**src/rtl/rv32i_types.sv**
```systemverilog
// Shared RV32I decode types: micro-op layout, immediate formats, base opcodes.
// Purely declarative; no state, no timing.
package rv32i_types;

    localparam logic [6:0] OPC_LUI    = 7'b0110111;
    localparam logic [6:0] OPC_AUIPC  = 7'b0010111;
    localparam logic [6:0] OPC_JAL    = 7'b1101111;
    localparam logic [6:0] OPC_JALR   = 7'b1100111;
    localparam logic [6:0] OPC_BRANCH = 7'b1100011;
    localparam logic [6:0] OPC_LOAD   = 7'b0000011;
    localparam logic [6:0] OPC_STORE  = 7'b0100011;
    localparam logic [6:0] OPC_OP_IMM = 7'b0010011;
    localparam logic [6:0] OPC_OP     = 7'b0110011;

    typedef enum logic [2:0] {
        IMM_I, IMM_S, IMM_B, IMM_U, IMM_J, IMM_NONE
    } imm_fmt_t;

    typedef struct packed {
        logic [31:0] pc;
        logic [6:0]  opcode;
        logic [2:0]  funct3;
        logic [6:0]  funct7;
        logic [4:0]  rd;
        logic [4:0]  rs1;
        logic [4:0]  rs2;
        logic [31:0] imm;
        logic        uses_rs1;
        logic        uses_rs2;
        logic        writes_rd;
        logic        is_branch;
        logic        is_jump;
        logic        pred;
        logic        illegal;
    } decoded_uop_t;

    function automatic logic [31:0] gen_imm(input logic [31:0] instr, input imm_fmt_t fmt);
        logic [31:0] imm;
        case (fmt)
            IMM_I:   imm = {{21{instr[31]}}, instr[30:20]};
            IMM_S:   imm = {{21{instr[31]}}, instr[30:25], instr[11:7]};
            IMM_B:   imm = {{20{instr[31]}}, instr[7], instr[30:25], instr[11:8], 1'b0};
            IMM_U:   imm = {instr[31:12], 12'b0};
            IMM_J:   imm = {{12{instr[31]}}, instr[19:12], instr[20], instr[30:21], 1'b0};
            default: imm = 32'b0;
        endcase
        return imm;
    endfunction

endpackage

```
**src/rtl/rv32i_decoder.sv**
```systemverilog
// Combinational RV32I decoder: instruction/pc/prediction to micro-op, zero latency.
// No flow control; the caller decides whether the result is captured.
module rv32i_decoder
    import rv32i_types::*;
(
    input  logic [31:0]  instr,
    input  logic [31:0]  pc,
    input  logic         pred,
    output decoded_uop_t uop
);

    logic [6:0] opc;
    imm_fmt_t   fmt;
    logic       legal;
    logic       uses_rs1;
    logic       uses_rs2;
    logic       no_rd;

    assign opc = instr[6:0];

    always_comb begin
        fmt      = IMM_NONE;
        legal    = 1'b1;
        uses_rs1 = 1'b1;
        uses_rs2 = 1'b0;
        no_rd    = 1'b0;
        case (opc)
            OPC_LUI, OPC_AUIPC: begin fmt = IMM_U; uses_rs1 = 1'b0; end
            OPC_JAL:            begin fmt = IMM_J; uses_rs1 = 1'b0; end
            OPC_JALR, OPC_LOAD, OPC_OP_IMM: fmt = IMM_I;
            OPC_STORE:  begin fmt = IMM_S; uses_rs2 = 1'b1; no_rd = 1'b1; end
            OPC_BRANCH: begin fmt = IMM_B; uses_rs2 = 1'b1; no_rd = 1'b1; end
            OPC_OP:     uses_rs2 = 1'b1;
            default:    begin legal = 1'b0; uses_rs1 = 1'b0; end
        endcase
    end

    always_comb begin
        uop           = '0;
        uop.pc        = pc;
        uop.opcode    = opc;
        uop.funct3    = instr[14:12];
        uop.funct7    = instr[31:25];
        uop.rd        = instr[11:7];
        uop.rs1       = instr[19:15];
        uop.rs2       = instr[24:20];
        uop.imm       = gen_imm(instr, fmt);
        // Shift-immediates carry only the shamt; funct7 stays in its own field.
        if (opc == OPC_OP_IMM && instr[13:12] == 2'b01)
            uop.imm   = {27'b0, instr[24:20]};
        uop.uses_rs1  = uses_rs1;
        uop.uses_rs2  = uses_rs2;
        uop.writes_rd = legal && !no_rd && (instr[11:7] != 5'd0);
        uop.is_branch = (opc == OPC_BRANCH);
        uop.is_jump   = (opc == OPC_JAL) || (opc == OPC_JALR);
        uop.pred      = pred && (opc == OPC_BRANCH);
        uop.illegal   = !legal;
    end

endmodule

```
**src/rtl/decode_stage.sv**
```systemverilog
// Decode stage: decodes fetch output into a DEPTH-entry micro-op FIFO; 1-cycle latency.
// stall_out asserts purely from a full count; flush empties the buffer next cycle.
module decode_stage
    import rv32i_types::*;
#(
    parameter int DEPTH = 2
) (
    input  logic         clk,
    input  logic         rst,
    input  logic [31:0]  instr_in,
    input  logic         instr_valid,
    input  logic [31:0]  pc_in,
    input  logic         pred_in,
    input  logic         flush,
    input  logic         out_ready,
    output logic         stall_out,
    output logic         out_valid,
    output decoded_uop_t out_uop
);

    localparam int PW = (DEPTH > 1) ? $clog2(DEPTH) : 1;
    localparam int CW = $clog2(DEPTH + 1);
    localparam logic [CW-1:0] FULL = CW'(DEPTH);

    decoded_uop_t  mem_q [DEPTH];
    decoded_uop_t  mem_d [DEPTH];
    logic [PW-1:0] head_q, head_d;
    logic [PW-1:0] tail_q, tail_d;
    logic [CW-1:0] count_q, count_d;
    decoded_uop_t  dec_uop;
    logic          push;
    logic          pop;

    rv32i_decoder u_dec (
        .instr (instr_in),
        .pc    (pc_in),
        .pred  (pred_in),
        .uop   (dec_uop)
    );

    assign out_valid = (count_q != '0);
    assign stall_out = (count_q == FULL);
    assign out_uop   = mem_q[head_q];

    always_comb begin
        push    = instr_valid && !stall_out && !flush;
        pop     = out_valid && out_ready && !flush;
        mem_d   = mem_q;
        head_d  = head_q;
        tail_d  = tail_q;
        count_d = count_q;
        if (flush) begin
            head_d  = '0;
            tail_d  = '0;
            count_d = '0;
        end else begin
            if (push) begin
                mem_d[tail_q] = dec_uop;
                tail_d        = tail_q + PW'(1);
            end
            if (pop)
                head_d = head_q + PW'(1);
            case ({push, pop})
                2'b10:   count_d = count_q + CW'(1);
                2'b01:   count_d = count_q - CW'(1);
                default: count_d = count_q;
            endcase
        end
    end

    always_ff @(posedge clk) begin
        if (rst) begin
            for (int i = 0; i < DEPTH; i++)
                mem_q[i] <= '0;
            head_q  <= '0;
            tail_q  <= '0;
            count_q <= '0;
        end else begin
            mem_q   <= mem_d;
            head_q  <= head_d;
            tail_q  <= tail_d;
            count_q <= count_d;
        end
    end

endmodule

```
**config.mk**
```make
export PLATFORM = sky130hd
export DESIGN_NAME = decode_stage
export DESIGN_NICKNAME = d
export VERILOG_FILES = /design/src/rtl/rv32i_types.sv /design/src/rtl/rv32i_decoder.sv /design/src/rtl/decode_stage.sv
export SDC_FILE = /design/constraint.sdc
export NUM_CORES = 1
export LEC_CHECK = 0
export CORE_UTILIZATION = 52
export CTS_CLUSTER_DIAMETER = 150
export DETAILED_ROUTE_END_ITERATION = 10
export PLACE_DENSITY = 0.86
export SYNTH_ARGS = -nofsm -noshare
export SYNTH_HDL_FRONTEND = slang
export SYNTH_SLANG_ARGS = --single-unit
```
**constraint.sdc**
```tcl
create_clock -name clk -period 2.4 [get_ports clk]
set_input_delay 0.48 -clock clk [delete_from_list [all_inputs] [get_ports clk]]
set_output_delay 0.48 -clock clk [all_outputs]
set_load 0.02 [all_outputs]
```
==> qor.yml, run 1 <==
job:
  maxCapViolations: 0
clock_network:
  clock_latency_ps: 500
  cts.path.max_buffers: 3
  cts_made_buffers: 22
  root_buffer: "clkbuf_16"
  clk_pin_slew_ps: 60
  cts-htree-levels: 1
  cts_tree: "done"
  clkSinkCount: 210
synthesis:
  synth_top_family_by_area: "simple AND/OR/NAND/NOR gates"
  synth-compound-area-share_pct: 17.1
  ys_ff_latch: 210
  syn_area_um2: 9030
  ys_async_sr_fraction_pct: 0
  yosys.area.top_type: "dfxtp_1"
  synth-edff-count: 0
  netlist_top_cells_area: "dfxtp_1, mux2_2, nand2_1"
  synth_cell_types: 48
  synth.avg_cell_area_um2: 8.39
  yosysSeqAreaShare_pct: 46.6
  yosysTopAreaCellShare_pct: 46.6
  ys_dominant_reg_cell: "dfxtp_1"
  synthCells: 1076
  syn-num-nets: 1147
  synthMuxAreaShare_pct: 13.1
  synthSimpleGateAreaFrac_pct: 17.9
  synth-xor-area-share_pct: 0.388
  synth_warnings: 0
  synth_adder_area_share_pct: 0.139
grt:
  grt_pass1_wl_um: 40900
  gr-total-overflow: 0
  grt_usage_pct: 27.9
  grt_max_degree: 72
  grt_pass1_vias: 8227
  antenna_found_initial: 0
layout:
  drive_above_1_share_pct: 16.6
  final_common_cell: "nand2_1"
  syn_to_final_growth_pct: 31.6
  final_cell_mix: "nand2_1, dfxtp_1, a21oi_1"
  instances_no_fill: 1478
  antenna_cells: 0
  final_util_pct: 70.9
  final_nets: 1317
setup_path:
  critPathLaunch: "head_q"
  path_cells: "buf_12 -> mux2_2 -> dlygate4sd2_1"
  endpoint_kind: "output port"
  crit_family: "buffers and inverters"
  reg2reg_from: "count_q[0]"
  worstPathMaxFanout: 23
  reg2regPathDepth: 6
  r2r_setup_slack_ps: 370
  rr_endpoint: "mem_q[132]"
  slowest_stage: "dfxtp_4"
  cp_slowest_stage_delay_ps: 440
  path_buf_inv: 2
  start_kind: "register"
  cp.arrival_ps: 1880
  required_ps: 1920
  crit_type: "reg -> out"
route:
  detail_route.first_pass.iterations: 5
  wl_um: 25400
  postRouteAntennaNets: 0
  vias: 8404
  vias_per_cell: 5.69
  drt_iter0_markers: 642
  drc_errors: 0
  wl_per_cell_um: 17.2
power:
  p_total_mw: 7.54
  power_density_nw_per_um2: 635
  ir_drop_v: 0.000452
  p_leak_nw: 4.79
placed_design:
  port_buffers: 174
  place_congestion: 0.931
  dp_slack_ps: -151
  dp.cells: 1441
  hpwlAfterDp_um: 17200
hold_path:
  hp-class: "in -> reg"
  holdPathEnd: "mem_q[101]"
  hold-path-cell-count: 2
  hold_start: "rst"
die:
  dieWidth_um: 134
  ioPinCount: 175
  die_y_um: 134
  start_util_pct: 53.9
  core.rowCount: 47
  die_area_um2: 17900
  core_um2: 16800
sta:
  tns_ps: 0
  fin_ws_ps: 36.1
  drv_slew: 0
  fmax_mhz: 423
  min_period_ps: 2360
  maxSlewHeadroom_pct: 42.7
  timing.final.hold_violations: 0
  tightest_slew_ps: 856
  rsz0062_at_grt: "false"
  period_share_pct: 98.5
  setup-violations-final: 0
  finClkSkew_ps: 10.3
status:
  status: "complete, no violations"
==> cell usage after synthesis, types with 2 or more instances <==
library cell / count
a211oi_1: 11
a21boi_0: 8
a21oi_1: 160
a22oi_1: 41
a311oi_1: 2
a311oi_4: 2
a31oi_1: 2
and3b_1: 2
buf_1: 4
buf_2: 25
buf_4: 2
buf_6: 3
clkbuf_1: 55
dfxtp_1: 210
inv_1: 13
mux2_2: 103
mux2i_1: 2
nand2_1: 290
nand2b_1: 3
nand3_1: 9
nand3b_1: 2
nand4_1: 3
nor2_1: 68
nor2b_1: 2
nor3_1: 5
o21ai_0: 11
o21ai_1: 6
o22ai_1: 10
xnor2_1: 2
xor2_1: 2
==> stage by stage <==
step           hold slack (ps)  area, µm²
4_1_cts                    419      11900
5_1_grt                    447      11900
3_3_place_gp               435      11300
3_5_place_dp               444      11300
2_1_floorplan              428       9030
6_report                   436      11900
==> power breakdown <==
group | leakage [nW] | total [mW] | internal [mW] | switching (mW)
Combinational | 2.76 | 0.778 | 0.342 | 0.436
Sequential | 1.70 | 3.59 | 3.56 | 0.0353
Clock | 0.330 | 3.17 | 1.86 | 1.31
Total | 4.79 | 7.54 | 5.76 | 1.78
==> layout make-up <==
| cell class | instances | area (µm²) |
|---|---|---|
| Clock buffer | 32 | 649 |
| Clock inverter | 4 | 22.5 |
| Fill cell | 1285 | 4880 |
| Inverter | 13 | 48.8 |
| Multi-Input combinational cell | 764 | 4400 |
| Sequential cell | 210 | 4210 |
| Tap cell | 220 | 275 |
| Timing Repair Buffer | 235 | 2280 |
==> layer usage <==
metal	vias to the layer above	global-route usage, %	share of wire, %
li1	4000	-	-
met1	4027	34.9	42
met2	310	48.4	49
met3	67	4.26	6.1
met4	0	10.1	2.9
met5	-	0	0
==> how the worst max path moves through the flow <==
stage	end	slack [ps]	cells after the start
6_report	out_uop[6]	40	3
5_1_grt	out_uop[6]	3	3
4_1_cts	out_uop[6]	30	3
3_5_place_dp	mem_q[21]	-150	7
3_3_place_gp	mem_q[120]	-30	7
2_1_floorplan	out_uop[43]	400	4
==> cell families after synthesis <==
group	count (synthesis)
AND/OR/NAND/NOR	394
adder cells (fa/ha/maj)	1
XOR/XNOR	4
buffers and inverters	102
multiplexers	105
AO/OA/AOI/OAI	260
flip-flops	210
==> flip-flops by register name (all words and copies together) (netlist names) <==
name	count
head_q	1
tail_q	1
mem_q	206
count_q	2
==> worst register-to-register path, delay by kind of cell (launching register included) <==
kind / cells / cell delay, ps
AOI/OAI and AO/OA: 1 / 160
buffers and inverters: 1 / 190
DFF: 1 / 390
and+or+nand+nor: 4 / 1240
==> timing repair <==
action | in CTS | in global routing
hold buffers | 0 | 0
gates resized for setup | 104 | 0
buffers inserted | 1 | 0
setup endpoints to repair | 99 | 0
(Power assumes the default switching activity.)
==> run 2, diff against run 1 <==
GPL_ROUTABILITY_DRIVEN = 0   (was not set)
SLEW_MARGIN = 20   (was not set)
==> results of run 2 <==
The final DEF is identical to that of run 1; final timing and power are the same.
==> run 3, diff against run 2 <==
MAX_ROUTING_LAYER = met4   (was not set)
==> run 3 against run 2 <==
Final area hardly changed. Sequential power is essentially flat. Global-route usage grew 0.87 points. Total power is essentially flat. Die area unchanged. Clock power about the same. Routed wire length grew 0.13%. Sequential share of layout area hardly changed. Largest cell class unchanged. Register-to-register slack lost 20 ps. Combinational power about the same.
==> qor.yml, run 3 (synthesis gave the netlist of run 1 again) <==
placed_design:
  port_buffers: 174  # unchanged
  dp_slack_ps: -151  # unchanged
  hpwlAfterDp_um: 17200  # unchanged
die:
  start_util_pct: 53.9  # unchanged
  dieWidth_um: 134  # unchanged
  die_area_um2: 17900  # unchanged
  core_um2: 16800  # unchanged
  ioPinCount: 175  # unchanged
  die_y_um: 134  # unchanged
  core.rowCount: 47  # unchanged
layout:
  fillers: 1284  # was 1285
  drive_above_1_share_pct: 16.6  # unchanged
  largest_reg_flops: 206  # unchanged
  multiInputGateArea_um2: 4400  # unchanged
  layout_top_registers: "mem_q x206, count_q x2"  # unchanged
  regArea_um2: 4210  # unchanged
  antenna_cells: 0  # unchanged
  final_common_cell: "nand2_1"  # unchanged
  syn_to_final_growth_pct: 31.6  # about the same
  final_nets: 1317  # unchanged
  final_cell_mix: "nand2_1, dfxtp_1, a21oi_1"  # unchanged
  top_register: "mem_q"  # unchanged
route:
  vias_per_cell: 5.66  # was 5.69
  vias: 8372  # was 8404
  wl_um: 25500  # was 25400 µm
  drt_iter0_markers: 684  # was 642
  drc_errors: 0  # unchanged
  wl_per_cell_um: 17.2  # about the same
  detail_route.first_pass.iterations: 5  # unchanged
  postRouteAntennaNets: 0  # unchanged
grt:
  antenna_found_initial: 0  # unchanged
  grt_pass1_vias: 8214  # was 8227
  gr-total-overflow: 0  # unchanged
  grt_max_degree: 72  # unchanged
  grt_usage_pct: 28.8  # was 27.9%
  grt_pass1_wl_um: 40800  # was 40900 µm
status:
  status: "complete, no violations"  # unchanged
sta:
  maxSlewHeadroom_pct: 44.2  # was 42.7%
  period_share_pct: 97.4  # was 98.5%
  fin_ws_ps: 62.0  # was 36.1 ps
  tns_ps: 0  # unchanged
  setup-violations-final: 0  # unchanged
  drv_slew: 0  # unchanged
  min_period_ps: 2340  # was 2360 ps
  tightest_slew_ps: 834  # was 856 ps
  fmax_mhz: 428  # was 423 MHz
  timing.final.hold_violations: 0  # unchanged
  rsz0062_at_grt: "false"  # unchanged
  finClkSkew_ps: 10.7  # was 10.3 ps
clock_network:
  cts.path.max_buffers: 3  # unchanged
  cts_tree: "done"  # unchanged
  clkSinkCount: 210  # unchanged
  cts_made_buffers: 22  # unchanged
  clk_pin_slew_ps: 60  # about the same
  cts-htree-levels: 1  # unchanged
  clock_latency_ps: 500  # about the same
  root_buffer: "clkbuf_16"  # unchanged
  hold_buffers: 0  # unchanged
setup_path:
  crit_type: "reg -> out"  # unchanged
  required_ps: 1920  # about the same
  cp.arrival_ps: 1860  # was 1880 ps
  worstPathMaxFanout: 26  # was 23
  start_kind: "register"  # unchanged
  endpoint_kind: "output port"  # unchanged
power:
  power_density_nw_per_um2: 635  # about the same
  ir_drop_v: 0.000454  # was 0.000452 V
  p_leak_nw: 4.78  # was 4.79 nW
job:
  maxCapViolations: 0  # unchanged
hold_path:
  hp-class: "in -> reg"  # unchanged
-- run 3: power by group --
group | leakage (nW) | internal, mW | switching (mW) | total (mW)
combinational | 2.75 | 0.342 | 0.437 | 0.778
clock | 0.330 | 1.86 | 1.32 | 3.18
sequential | 1.70 | 3.56 | 0.0355 | 3.59
total | 4.78 | 5.76 | 1.79 | 7.55
-- run 3: final timing paths --
kind,startpoint,end,slack [ps],cells after the start
setup / recovery,head_q,out_uop[75],60,3
hold / removal,rst,mem_q[204],430,2
setup reg to reg,count_q[0],mem_q[132],350,6
hold reg to reg,mem_q[146],mem_q[146],450,2
-- run 3: layer usage --
metal / GRT usage, % / vias up / share of wire (%)
met5: - / - / 0
met4: 9.97 / 0 / 2.7
met3: 4.03 / 55 / 6.7
met2: 48.5 / 322 / 49
met1: 35.1 / 3994 / 41
li1: - / 4001 / -
-- run 3: cell type report --
cell class / count / share of cell area [%]
Tap cell: 220 / 2.32
Clock buffer: 32 / 5.47
Inverter: 13 / 0.411
Clock inverter: 4 / 0.190
Timing Repair Buffer: 235 / 19.2
Multi-Input combinational cell: 764 / 37.0
Sequential cell: 210 / 35.4
-- run 3: repair_timing --
item                                    CTS  global route
endpoints found under the setup margin   99             1
resized for setup                       104             1
setup buffers                             1             0
-- run 3: worst max-delay path, cell delays in order, from the launching register on --
cell and delay (ps):
dfxtp_4 440, buf_12 210, mux2_2 360, dlygate4sd2_1 330
-- run 3: through the flow --
stage | hold WS [ps] | cell area (µm²) | total power [mW] | utilization [%] | std cells
after floorplan | 428 | 9030 | 4.06 | - | 1076
after CTS | 419 | 11900 | 7.58 | 70.9 | 1478
after global placement | 435 | 11300 | 4.46 | 67.6 | 1441
final | 431 | 11900 | 7.55 | 70.9 | 1478
after global routing | 447 | 11900 | 7.77 | 70.9 | 1478
after detailed placement | 444 | 11300 | 4.48 | 67.6 | 1441
